[src/rtl/div_reload_pkg.sv]
// div_reload_pkg: nibble width and MODE encodings for the div_reload cell.
`default_nettype none

package div_reload_pkg;

  localparam int NIBBLE_W = 4;

  typedef enum logic {
    MODE_AUTO    = 1'b0,
    MODE_ONESHOT = 1'b1
  } mode_e;

endpackage

`default_nettype wire

[src/rtl/dcnt4.sv]
// dcnt4: 4-bit synchronous loadable down-counter slice with borrow chain.
`default_nettype none

module dcnt4
  import div_reload_pkg::*;
(
  input  logic                CK,
  input  logic                nRESET,
  input  logic [NIBBLE_W-1:0] D,
  input  logic                nL,
  input  logic                DEC,
  input  logic                BI,
  output logic [NIBBLE_W-1:0] Q,
  output logic                BO
);

  logic [NIBBLE_W-1:0] q_q;
  logic [NIBBLE_W-1:0] q_d;

  always_comb begin
    q_d = q_q;
    if (!nL) begin
      q_d = D;
    end else if (DEC) begin
      q_d = q_q - {{(NIBBLE_W-1){1'b0}}, 1'b1};
    end
  end

  always_ff @(posedge CK) begin
    if (!nRESET) begin
      q_q <= '0;
    end else begin
      q_q <= q_d;
    end
  end

  assign Q  = q_q;
  assign BO = BI & (q_q == '0);

endmodule

`default_nettype wire

[src/rtl/div_reload.sv]
// div_reload: cascaded down-counter divider with auto-reload / one-shot
// terminal handling, registered TC pulse and RUN arm flag.
`default_nettype none

module div_reload
  import div_reload_pkg::*;
#(
  parameter int STAGES = 4
) (
  input  logic                       CK,
  input  logic                       nRESET,
  input  logic [NIBBLE_W*STAGES-1:0] D,
  input  logic                       nL,
  input  logic                       EN,
  input  logic                       BI,
  input  logic                       MODE,
  output logic [NIBBLE_W*STAGES-1:0] Q,
  output logic                       BO,
  output logic                       TC,
  output logic                       RUN
);

  localparam int W = NIBBLE_W * STAGES;

  logic [W-1:0] q_w;
  logic         run_q, run_d;
  logic         tc_q, tc_d;
  logic         q_zero_w;
  logic         step_w;
  logic         term_w;
  logic         reload_w;
  logic         step_nz_w;
  logic         nib_nl_w;

  assign q_zero_w  = (q_w == '0);
  assign step_w    = nL & EN & BI & run_q;
  assign term_w    = step_w & q_zero_w;
  assign reload_w  = term_w & (mode_e'(MODE) == MODE_AUTO);
  assign step_nz_w = step_w & ~q_zero_w;
  // Auto-reload at terminal count reuses the slices' load path with current D.
  assign nib_nl_w  = nL & ~reload_w;

  for (genvar i = 0; i < STAGES; i++) begin : g_nib
    logic bi_w;
    logic bo_w;

    if (i == 0) begin : g_lsb
      assign bi_w = BI & run_q;
    end else begin : g_upper
      assign bi_w = g_nib[i-1].bo_w;
    end

    dcnt4 u_dcnt4 (
      .CK     (CK),
      .nRESET (nRESET),
      .D      (D[i*NIBBLE_W +: NIBBLE_W]),
      .nL     (nib_nl_w),
      .DEC    (step_nz_w & bi_w),
      .BI     (bi_w),
      .Q      (q_w[i*NIBBLE_W +: NIBBLE_W]),
      .BO     (bo_w)
    );
  end

  always_comb begin
    run_d = run_q;
    tc_d  = 1'b0;
    if (!nL) begin
      run_d = 1'b1;
    end else if (term_w) begin
      tc_d = 1'b1;
      if (mode_e'(MODE) == MODE_ONESHOT) begin
        run_d = 1'b0;
      end
    end
  end

  always_ff @(posedge CK) begin
    if (!nRESET) begin
      run_q <= 1'b0;
      tc_q  <= 1'b0;
    end else begin
      run_q <= run_d;
      tc_q  <= tc_d;
    end
  end

  assign Q   = q_w;
  assign BO  = g_nib[STAGES-1].bo_w;
  assign TC  = tc_q;
  assign RUN = run_q;

endmodule

`default_nettype wire

[config.mk]
export PLATFORM = sky130hd
export DESIGN_NAME = div_reload
export DESIGN_NICKNAME = d
export VERILOG_FILES = /design/src/rtl/div_reload_pkg.sv /design/src/rtl/dcnt4.sv /design/src/rtl/div_reload.sv
export SDC_FILE = /design/constraint.sdc
export NUM_CORES = 1
export LEC_CHECK = 0
export CORE_UTILIZATION = 39
export CTS_BUF_LIST = sky130_fd_sc_hd__clkbuf_4 sky130_fd_sc_hd__clkbuf_8
export DETAILED_ROUTE_END_ITERATION = 10
export PLACE_DENSITY_LB_ADDON = 0.05
export SYNTH_ARGS = -nofsm -noshare
export SYNTH_HDL_FRONTEND = slang
export SYNTH_SLANG_ARGS = --single-unit
[constraint.sdc]
create_clock -name CK -period 4.3 [get_ports CK]
set_clock_uncertainty 0.05 [all_clocks]
set_input_delay 0.86 -clock CK [delete_from_list [all_inputs] [get_ports CK]]
set_output_delay 0.86 -clock CK [all_outputs]
set_load 0.02 [all_outputs]
==> run_results.csv <==
group,metric,value,unit
floorplan,die_y,56.92,um
drt,wl_met2,1.299,mm
power_and_ir_drop,p_sw,0.1398,mW
layout,num-nets-final,207,
timing,finalSetupViolations,0,
yosys,syn_avg_cell_area,8.648,um2
layout,area_growth,38.09,%
floorplan,coreArea,0.002805,mm2
timing,slew_viol_final,0,
drt,totalWireLength,2.851,mm
floorplan,start_util,41.93,%
critical_path,worst-setup-path-type,"reg2out",
clock_tree,numCtsBuffers,3,
power_and_ir_drop,p_clk_share,25.8,%
clock_tree,clkLatencyLatePin,310,ps
drt,antenna_left,0,
timing,fmax,0.3123,GHz
yosys,synth_cell_types,45,
yosys,async_flop_share,0,%
timing,slew_headroom,45.66,%
timing,fin_tns_setup,0,ps
yosys,synth-seq-area-share,30.64,%
hold_path,hold_path_class,"reg2reg",
critical_path,crit_path_start_kind,"register",
layout,fin_util,57.89,%
yosys,synthCells,136,
clock_tree,clock-sinks,18,
outcome,run_status,"finished, violations left",
yosys,ys_seq_elements,18,
power_and_ir_drop,peakVddDrop,217.0,uV
timing,finalCritPeriodShare,74.47,%
critical_path,cp.required,3390,ps
timing,tightestPinTransition,815.0,ps
drt,drtPass1Iterations,8,
hold_path,min_from,"g_nib[2].u_dcnt4.Q[1]",
timing,hold_viol,0,
placement,dp_hpwl,2.142,mm
grt,grt_pass1_wl,4.740,mm
critical_path,endpoint_kind,"primary output",
yosys,synthFlopType,"dfxtp_1",
critical_path,cpMaxStageDelayCell,"clkdlybuf4s50_1",
grt,grt_usage,19.09,%
placement,pre_cts_ws,1133,ps
power_and_ir_drop,switching_share,32.28,%
drt,wl_met1,1.344,mm
drt,top_layer,"met4",
drt,post_drt_via_cell_ratio,5.469,
grt,grt_overflow,0,
yosys,synth_area,0.001176,mm2
clock_tree,cts.path.max_buffers,2,
layout,num_antenna_cells,0,
critical_path,startpoint,"g_nib[1].u_dcnt4.Q[0]",
power_and_ir_drop,p_int,0.2932,mW
drt,via_count,1132,
yosys,ys_warn_count,0,
clock_tree,clkSlewWorstSetupHoldPaths,120,ps
layout,drive_above_1_share,9.091,%
layout,fillers,278,
grt,grt_pass1_vias,1056,
power_and_ir_drop,p_per_area,266.6,mW/mm2
critical_path,cpPeakStageDelay,630,ps
drt,drt_iter0_drc,33,
layout,regArea,360.3,um2
power_and_ir_drop,seq_power_share,44.1,%
clock_tree,cts_max_level,1,
floorplan,num_rows,19,
critical_path,path_cells,"inv_1 > ha_1 > nor3b_1 > nand2_1 > nor3_1 > clkdlybuf4s50_1",
clock_tree,tritoncts,"yes",
drt,wl_met3,176,um
clock_tree,clockRootBuffer,"clkbuf_4",
critical_path,reg2reg_from,"g_nib[1].u_dcnt4.Q[0]",
flow_run,cap_violations,0,
clock_tree,cts_setup_buffers,0,
outcome,failed_checks,"design-rule violations",
layout,multiInputGateArea,750.7,um2
yosys,syn_nets,166,
drt,drcViolationCount,6,
timing,fin_ws,1098,ps
yosys,synth_edf_count,0,
floorplan,fp.dieW,56.92,um
clock_tree,ctsResizeCount,0,
placement,portBuffers,40,
critical_path,critPathArrivalTime,2290,ps
floorplan,die-area,0.003239,mm2
power_and_ir_drop,p_leak,0.5878,nW
power_and_ir_drop,combPwrFrac,30.1,%
grt,grt_max_degree,22,
grt,antenna_found_initial,0,
critical_path,path_max_fanout,4,
placement,place_congestion,0.7660,
timing,fin_crit,3202,ps
clock_tree,hold_buffers,0,
timing,rsz0062_at_grt,"false",
drt,wl_per_cell,13.77,um
floorplan,io_pins,41,
[logic make-up (layout without fill, tap and decap cells)]
| kind of cell | count (synthesis) | in the layout | share of synthesized area, % |
|---|---|---|---|
| simple gates | 48 | 48 | 25.75 |
| fa+ha+maj | 8 | 8 | 8.511 |
| flops | 18 | 18 | 30.64 |
| mux | 2 | 2 | 2.234 |
| compound gates | 38 | 38 | 21.38 |
| xor+xnor | 8 | 8 | 5.957 |
| buf+inv | 14 | 54 | 5.532 |
[per-layer routing]
metal / track usage (%) / vias up
met5: 0 / -
met4: 5.226 / 0
met3: 5.991 / 5
met2: 31.43 / 29
met1: 24.05 / 516
li1: - / 582
[final cells by class]
| type | count | area share, % |
|---|---|---|
| clock buffers | 4 | 2.234 |
| inverters | 10 | 2.311 |
| multi-input cells | 104 | 46.22 |
| flip-flops and latches | 18 | 22.19 |
| well taps | 31 | 2.388 |
| repair buffers | 40 | 24.65 |
[power by group through the flow]
stage | registers, mW | clock network (mW) | logic [mW]
finish | 0.191 | 0.112 | 0.130
global route | 0.193 | 0.122 | 0.144
CTS | 0.191 | 0.113 | 0.131
detailed placement | 0.195 | 0 | 0.130
global placement | 0.195 | 0 | 0.129
floorplan | 0.205 | 0 | 0.0650
[worst max-delay path, delay by kind of cell (launching register included)]
kind	cells	cell delay, ps
fa+ha+maj	1	170
buf+inv	2	740
flops	1	340
simple gates	3	720
[sequential cells by signal, indices dropped and copies added, names as in the netlist]
| name | cells |
|---|---|
| TC | 1 |
| RUN | 1 |
| g_nib.u_dcnt4.Q | 16 |
[synth_stat cells (all sizes together), types with 2 or more instances]
cell type | instances | area [um2]
a31oi | 2 | 12.51
dfxtp | 18 | 360.4
nand2 | 11 | 43.80
nand4 | 5 | 31.28
inv | 10 | 37.54
o22ai | 2 | 18.77
mux2 | 2 | 26.27
o21ai | 10 | 50.05
a21oi | 14 | 73.82
xor2 | 4 | 35.03
ha | 8 | 100.1
nor3 | 7 | 46.30
or3b | 2 | 20.02
nand3 | 8 | 50.05
nor2 | 5 | 18.77
buf | 3 | 23.77
o311ai | 2 | 17.52
a211oi | 2 | 15.01
nor3b | 4 | 35.03
xnor2 | 4 | 35.03
[path summary, 6_finish.rpt]
check | depth (start not counted) | slack (ps) | to
hold reg to reg | 2 | 470 | g_nib[2].u_dcnt4.Q[1]
setup reg to reg | 7 | 1950 | g_nib[3].u_dcnt4.Q[1]
setup / recovery | 6 | 1100 | BO
hold / removal | 2 | 470 | g_nib[2].u_dcnt4.Q[1]
[through the flow]
| step | area, um2 | power [mW] | hold WS, ps | instances |
|---|---|---|---|---|
| 3_3_place_gp | 1588 | 0.3231 | 447.5 | 203 |
| 3_5_place_dp | 1588 | 0.3244 | 453.3 | 203 |
| 6_report | 1624 | 0.4331 | 471.8 | 207 |
| 4_1_cts | 1624 | 0.4344 | 469.1 | 207 |
| 2_1_floorplan | 1176 | 0.2704 | 514.5 | 136 |
| 5_1_grt | 1624 | 0.4588 | 512.4 | 207 |
[cell usage in the layout, fill, tap and decap left out, types with 4 or more instances in the layout]
cell type and count:
xor2_1 4, xnor2_1 4, o21ai_1 8, inv_1 10
nand2_1 10, a21oi_1 13, dfxtp_1 18, nor3_1 6
clkdlybuf4s50_1 40, nand3_1 6, nor2_1 5, ha_1 8
nand4_1 5
(Power assumes the default switching activity.)
